==> src/rtl/match_fsm.sv <==
// Pong match controller: start screen, serve countdown, rally, scoring and game over.
// Optional MATCH_AUTO_RESTART_EN returns GAME_OVER to IDLE after RESTART_DELAY frames.
module match_fsm #(
  parameter int WIN_SCORE     = 3,
  parameter int SERVE_DELAY   = 60,
  parameter int RESTART_DELAY = 180
) (
  input  logic       CLK,
  input  logic       RST,
  input  logic       start,
  input  logic       frame_tick,
  input  logic       p1_point,
  input  logic       p2_point,
  output logic       game_run,
  output logic       ball_en,
  output logic       serve,
  output logic       serve_dir,
  output logic [3:0] p1_score,
  output logic [3:0] p2_score,
  output logic [1:0] winner,
  output logic       gamestop
);

  typedef enum logic [2:0] {
    S_IDLE, S_SERVE_WAIT, S_PLAY, S_PAUSE, S_GAME_OVER
  } state_t;

  localparam logic [3:0] WIN        = 4'(WIN_SCORE);
  localparam logic [7:0] SERVE_LAST = 8'(SERVE_DELAY - 1);

  if (WIN_SCORE < 1 || WIN_SCORE > 9 || SERVE_DELAY < 1 || SERVE_DELAY > 255 ||
      RESTART_DELAY < 1 || RESTART_DELAY > 255) begin : g_param_chk
    $error("match_fsm: parameter out of range");
  end

  state_t     state_q, state_d;
  logic [7:0] cnt_q, cnt_d;
  logic [3:0] p1_q, p1_d, p2_q, p2_d;
  logic [3:0] p1_inc, p2_inc;
  logic [1:0] win_q, win_d;
  logic       dir_q, dir_d;
  logic       run_q, run_d;
  logic       ben_q, ben_d;
  logic       serve_q, serve_d;
  logic       stop_q, stop_d;

  always_comb begin
    state_d = state_q;
    p1_d    = p1_q;
    p2_d    = p2_q;
    win_d   = win_q;
    dir_d   = dir_q;
    p1_inc  = p1_q + 4'd1;
    p2_inc  = p2_q + 4'd1;
    case (state_q)
      S_IDLE: begin
        p1_d  = '0;
        p2_d  = '0;
        win_d = 2'b00;
        if (start) begin
          state_d = S_SERVE_WAIT;
          dir_d   = 1'b0;
        end
      end
      S_SERVE_WAIT: begin
        if (frame_tick && cnt_q == SERVE_LAST) state_d = S_PLAY;
      end
      S_PLAY: begin
        // A point always wins over start; a double point is a void rally.
        if (p1_point && p2_point) begin
          state_d = S_SERVE_WAIT;
        end else if (p1_point) begin
          p1_d  = p1_inc;
          dir_d = 1'b0;
          if (p1_inc == WIN) begin
            state_d = S_GAME_OVER;
            win_d   = 2'b01;
          end else begin
            state_d = S_SERVE_WAIT;
          end
        end else if (p2_point) begin
          p2_d  = p2_inc;
          dir_d = 1'b1;
          if (p2_inc == WIN) begin
            state_d = S_GAME_OVER;
            win_d   = 2'b10;
          end else begin
            state_d = S_SERVE_WAIT;
          end
        end else if (start) begin
          state_d = S_PAUSE;
        end
      end
      S_PAUSE: begin
        if (start) state_d = S_PLAY;
      end
      S_GAME_OVER: begin
        if (start) begin
          state_d = S_SERVE_WAIT;
          p1_d    = '0;
          p2_d    = '0;
          win_d   = 2'b00;
          dir_d   = 1'b0;
        end
`ifdef MATCH_AUTO_RESTART_EN
        else if (frame_tick && cnt_q == 8'(RESTART_DELAY - 1)) begin
          state_d = S_IDLE;
          p1_d    = '0;
          p2_d    = '0;
          win_d   = 2'b00;
          dir_d   = 1'b0;
        end
`endif
      end
      default: state_d = S_IDLE;
    endcase

    // The counter restarts on every state change, so a tick in the transition cycle is dropped.
    cnt_d   = (state_d != state_q) ? 8'd0 : cnt_q + {7'd0, frame_tick};
    run_d   = (state_d == S_SERVE_WAIT) || (state_d == S_PLAY) || (state_d == S_PAUSE);
    ben_d   = (state_d == S_PLAY);
    serve_d = (state_q == S_SERVE_WAIT) && (state_d == S_PLAY);
    stop_d  = (state_d == S_GAME_OVER) && (state_q != S_GAME_OVER);
  end

  always_ff @(posedge CLK or posedge RST) begin
    if (RST) begin
      state_q <= S_IDLE;
      cnt_q   <= '0;
      p1_q    <= '0;
      p2_q    <= '0;
      win_q   <= 2'b00;
      dir_q   <= 1'b0;
      run_q   <= 1'b0;
      ben_q   <= 1'b0;
      serve_q <= 1'b0;
      stop_q  <= 1'b0;
    end else begin
      state_q <= state_d;
      cnt_q   <= cnt_d;
      p1_q    <= p1_d;
      p2_q    <= p2_d;
      win_q   <= win_d;
      dir_q   <= dir_d;
      run_q   <= run_d;
      ben_q   <= ben_d;
      serve_q <= serve_d;
      stop_q  <= stop_d;
    end
  end

  assign game_run  = run_q;
  assign ball_en   = ben_q;
  assign serve     = serve_q;
  assign serve_dir = dir_q;
  assign p1_score  = p1_q;
  assign p2_score  = p2_q;
  assign winner    = win_q;
  assign gamestop  = stop_q;

endmodule
==> config.mk <==
export PLATFORM = sky130hd
export DESIGN_NAME = match_fsm
export DESIGN_NICKNAME = d
export VERILOG_FILES = /design/src/rtl/match_fsm.sv
export SDC_FILE = /design/constraint.sdc
export NUM_CORES = 1
export LEC_CHECK = 0
export CAP_MARGIN = 0
export CORE_MARGIN = 5
export CORE_UTILIZATION = 50
export DETAILED_ROUTE_END_ITERATION = 12
export HOLD_SLACK_MARGIN = 0.02
export PLACE_DENSITY_LB_ADDON = 0.12
export SKIP_LAST_GASP = 1
export SLEW_MARGIN = 20
export SYNTH_ARGS = -nofsm -noshare
export SYNTH_HDL_FRONTEND = slang
export SYNTH_SLANG_ARGS = --single-unit
==> constraint.sdc <==
create_clock -name CLK -period 2.4 [get_ports CLK]
set_input_delay 0.48 -clock CLK [delete_from_list [all_inputs] [get_ports CLK]]
set_output_delay 0.48 -clock CLK [all_outputs]
set_load 0.1 [all_outputs]
Yosys cells after proc, flatten, opt, wreduce, memory -nomap -nowiden

Cells that the tools add are included.

Add/subtract/negate cells: 3
Multipliers: 0
Divide/modulo/power cells: 0
$lt $le $gt $ge: 0
Equal/unequal tests: 22
Shift-type cells: 0
Mux-type cells: 31
Bitwise logic cells: 0
Reductions and logical operators: 14

Operator list:

| operator                                            | count |
|---|---|
| 2-to-1 mux 3 bit                                    | 9 |
| 2-to-1 mux 4 bit                                    | 6 |
| one-hot mux 4 bit (3 select lines)                  | 2 |
| equality test 3 x 2 -> 1 bit, second input constant | 4 |
| 2-to-1 mux 2 bit                                    | 6 |
| inequality test 3 bit, second input constant        | 4 |
| one-hot mux 3 bit (4 select lines)                  | 1 |
| inequality test 2 bit, second input constant        | 5 |
| adder 4 x 1 -> 4 bit, second input constant         | 2 |
| adder 8 x 1 -> 8 bit                                | 1 |
| equality test 4 x 2 -> 1 bit, second input constant | 2 |
| equality test 8 x 6 -> 1 bit, second input constant | 1 |
| 2-to-1 mux 8 bit                                    | 1 |
| AND reduction 4 bit                                 | 2 |
| equality test 3 x 1 -> 1 bit, second input constant | 2 |
| equality test 3 bit, second input constant          | 2 |
| one-hot mux 2 bit (3 select lines)                  | 1 |
| AND reduction 6 bit                                 | 1 |
| AND reduction 5 bit                                 | 1 |
| logical AND 1 bit                                   | 4 |
| 2-to-1 mux 1 bit                                    | 4 |
| zero test 3 bit                                     | 1 |
| inequality test 3 bit                               | 1 |
| nonzero test 3 bit                                  | 1 |
| 5 further kinds                                     | 6 |

Register bits: 26
Latch bits: 0
Bits in writable memories: 0
ROM bits: 0
Output and inout bits: 15
Word-level logic and storage cells: 80
Memories kept: 0

Logic depth before layout (Yosys ltp)

Depth after elaboration: 10
Mapped depth: 8
Mapped depth without buffers: 8

Worst setup path after synthesis

OpenSTA, ideal clock, no wires.

Path type: register to register
Start: register p1_q[1] (netlist: p1_score[1])
End: register win_q[0] (netlist: winner[0])
Library setup time: 0.120 ns
Arrival time: 2.361 ns
Required time: 2.280 ns
Path slack: -0.081 ns
Cell stages (with the launch flop): 8
Cells stage by stage: dfrtp_1 -> ha_1 -> or4b_1 -> o31ai_1 -> a21oi_1 -> nor2b_1 -> o21ai_0 -> a21o_1

Cells in the longest elaborated chain, start to end: 4

Ends and longest elaborated chain:

| element                         | line | source |
|---|---|---|
| start: declaration              | 38   | `logic [3:0] p1_q, p1_d, p2_q, p2_d;` |
| start signal: assignment        | 141  | `p1_q <= p1_d;` |
| adder 4 x 1 -> 4 bit            | 53   | `p1_inc = p1_q + 4'd1;` |
| equality test 4 x 2 -> 1 bit    | 75   | `if (p1_inc == WIN) begin` |
| inequality test 3 bit (no line) | -    |  |
| AND reduction 6 bit (no line)   | -    |  |
| end signal: assignment          | 143  | `win_q <= win_d;` |
| end: declaration                | 40   | `logic [1:0] win_q, win_d;` |

Every way passes these cells.
A chain may end at the register's enable or synchronous reset.

Worst setup path after layout

Start: register p1_q[0] (netlist: p1_score[0])
End: register state_q[2]

Cells in the longest elaborated chain, start to end: 6

Ends and longest elaborated chain:

| element                            | line | source |
|---|---|---|
| adder 4 x 1 -> 4 bit               | 53   |  |
| equality test 4 x 2 -> 1 bit       | 75   |  |
| 2-to-1 mux 3 bit                   | 75   |  |
| 2-to-1 mux 3 bit                   | 72   | `end else if (p1_point) begin` |
| 2-to-1 mux 3 bit                   | 70   | `if (p1_point && p2_point) begin` |
| one-hot mux 3 bit (4 select lines) | 55   | `case (state_q)` |
| named net state_d[2]               | 36   | `state_t state_q, state_d;` |
| end signal: assignment             | 139  | `state_q <= state_d;` |
| end: declaration                   | 36   |  |

The timed path passes the listed nets, and every way through them passes these cells.

==> out/metrics.cfg <==
[timing]
relSlewSlack=0.599
period_share=0.923
setup_viol=0
finalCriticalPeriod_ps=2220
timing.fmax_mhz=451
slew_violations=0
tightestPinTransition_ps=596
hold_viol_final=0
rsz0062_at_grt=false
fin_setup_tns_ps=0
fin_skew_ps=12.6

[setup_path]
worstPathArrival_ps=2470
worstPathMaxFanout=8
ff2ff_setup_slack_ps=180
end_kind=flop
r2r-end=state_q[2]
cp_data_required_time_ps=2660
path_class=flop to flop
cp-start-kind=flop
r2r_cells=7
worstReg2RegStart=p1_score[0]

[global_routing]
first_global_vias=1204
busiest_layer=met2
grt_max_degree=27
grt_overflow_total=0
grtUsageTotal=0.154
met2_usage=0.266
use_met3=0.0228
use_met1=0.197
grt_pass1_wl_um=5190
antenna_found_initial=0

[yosys]
synth_cell_types=41
yosysWarnings=0
synth_compound_area_frac=0.193
ys_seq_area_frac=0.443
synth_top_area_share=0.443
yosys-top-cells-area=dfrtp_1 44%, ha_1 5.1%, a21oi_1 4.8%, o21ai_0 4.1%, nand2_1 3.8%
ys_ff_latch=26
muxShareOfSynthArea=0.0145
synthSimpleGateAreaFrac=0.234
async_flop_share=1.00
syn_nets=166
synth_flop_cell=dfrtp_1
synth_top_family_by_area=simple AND/OR/NAND/NOR gates
syn_inst=154
syn-cell-area_um2=1470
synth_area_leader_cell=dfrtp_1
synthXorXnorAreaFrac=0.0417
synth_edf_count=0
postSynthAreaPerCell_um2=9.55
synthAdderAreaFrac=0.0511

[place]
io_buffers=20
place.gp.congestion=0.805
dp.final_hpwl_um=2270
place_area_um2=1710
dpl.cell_count=207

[cts]
post_cts_buffers=0
ctsResizeCount=0
cts_root_buffer=clkbuf_4
htree_levels=1
clk_pin_slew_ps=140
clk_path_buf_depth=2
cts_buffers=3
clk_latency_ps=310
cts_num_sinks=26
hold_buffers=0
cts_tree=done

[floorplanning]
die_x_um=64.2
num_rows=19
initial_utilization=0.529
core_area_um2=2780
die_h_um=64.2
die_area_um2=4120
io_pins=21

[power]
leakage_nw=0.813
p_total_w=0.000907
ir_worst_vdd_uv=389
powerDensity_nw_per_um2=524

[final_layout]
syn_to_final_growth_pct=17.8
insertedDiodeCount=0
nNetsFinal=193
final_cells=211
drive_above_1_share=0.200
final_area_um2=1730
fillers=238

[detailed_routing]
drt-vias-per-instance=5.69
wl_um=2950
drtAntennaViolNets=0
vias=1201
drt_iter0_drc=49
wl_per_cell_um=14.0
firstDrtPassIters=4
drc=0

[flow_run]
max_cap_viol_count=0

[worst_hold_path]
hold_class=input pin to asynchronous set/reset pin

[status]
outcome=finished, final reports clean

[cell usage after synthesis, types with 2 or more instances]
cell,count
a21boi_1,2
a21o_1,4
a21oi_1,14
and2_1,2
and3_1,3
clkbuf_1,4
dfrtp_1,26
ha_1,6
inv_1,5
nand2_1,15
nand2b_1,4
nand3_1,8
nor2_1,6
nor2b_1,7
nor3_1,3
o21ai_0,12
o22ai_1,2
o31ai_1,2
or2_1,2
xnor2_1,2
xor2_1,5
[metrics by stage]
step                      hold WS [ps]  setup WS, ps  utilization
after global routing               525          65.9        0.623
after global placement             466           119        0.613
after CTS                          497           195        0.623
after floorplan                    520          21.5            -
final                              499           185        0.623
after detailed placement           473         -33.7        0.613
[sequential cells by signal (all words and copies together) (netlist names)]
signal and count:
winner 2, cnt_q 8, state_q 3, p1_score 4, p2_score 4, gamestop 1
serve_dir 1, serve 1, ball_en 1, game_run 1
[placed cells by master, fill, tap and decap left out, types with 5 or more instances in the layout]
| cell | netlist | routed |
|---|---|---|
| dfrtp_1 | 26 | 23 |
| buf_4 | 0 | 21 |
| nand2_1 | 15 | 15 |
| a21oi_1 | 14 | 14 |
| o21ai_0 | 12 | 12 |
| nand3_1 | 8 | 8 |
| nor2b_1 | 7 | 7 |
| nor2_1 | 6 | 6 |
| ha_1 | 6 | 6 |
| inv_1 | 5 | 5 |
| xor2_1 | 5 | 5 |
| clkdlybuf4s50_1 | 0 | 5 |
[logic make-up after synthesis]
| logic type | Yosys count |
|---|---|
| muxes | 2 |
| buffers and inverters | 9 |
| AOI/OAI and AO/OA | 45 |
| adders and majority gates | 6 |
| xor gates and xnor gates | 7 |
| DFF | 26 |
| and+or+nand+nor | 59 |
[how the worst max path moves through the flow]
stage | start | to | slack, ps | depth (start not counted)
CTS | p1_score[0] | state_q[2] | 200 | 7
detailed placement | frame_tick | cnt_q[5] | -30 | 7
global route | p1_score[0] | cnt_q[5] | 70 | 6
floorplan | p2_score[0] | state_q[2] | 20 | 7
finish | p1_score[0] | state_q[2] | 180 | 7
global placement | frame_tick | cnt_q[5] | 120 | 7
[where the power goes]
group          switching [W]  internal, W
sequential         0.0000371     0.000472
combinational       0.000127    0.0000869
clock               0.000119    0.0000649
[per-layer routing]
metal	share of wire	up-vias
met5	0	-
met4	0.0058	0
met3	0.032	2
met2	0.50	22
met1	0.47	579
li1	-	598
[area by class of cell]
| type | count | area, um^2 | share of cell area |
|---|---|---|---|
| Multi-Input combinational cell | 119 | 786 | 0.454 |
| Sequential cell | 26 | 654 | 0.378 |
| Timing Repair Buffer | 26 | 208 | 0.120 |
| Tap cell | 31 | 38.8 | 0.0224 |
| Clock buffer | 4 | 26.3 | 0.0152 |
| Inverter | 5 | 18.8 | 0.0108 |
[critical path: stages (launching register included)]
cell and delay (ps):
dfrtp_2 480, ha_1 250, or4b_1 510, o31ai_1 180, nand2_1 110, a211oi_1 350
a21o_1 160, or2_2 110
Power figures use the tool's default switching activity.
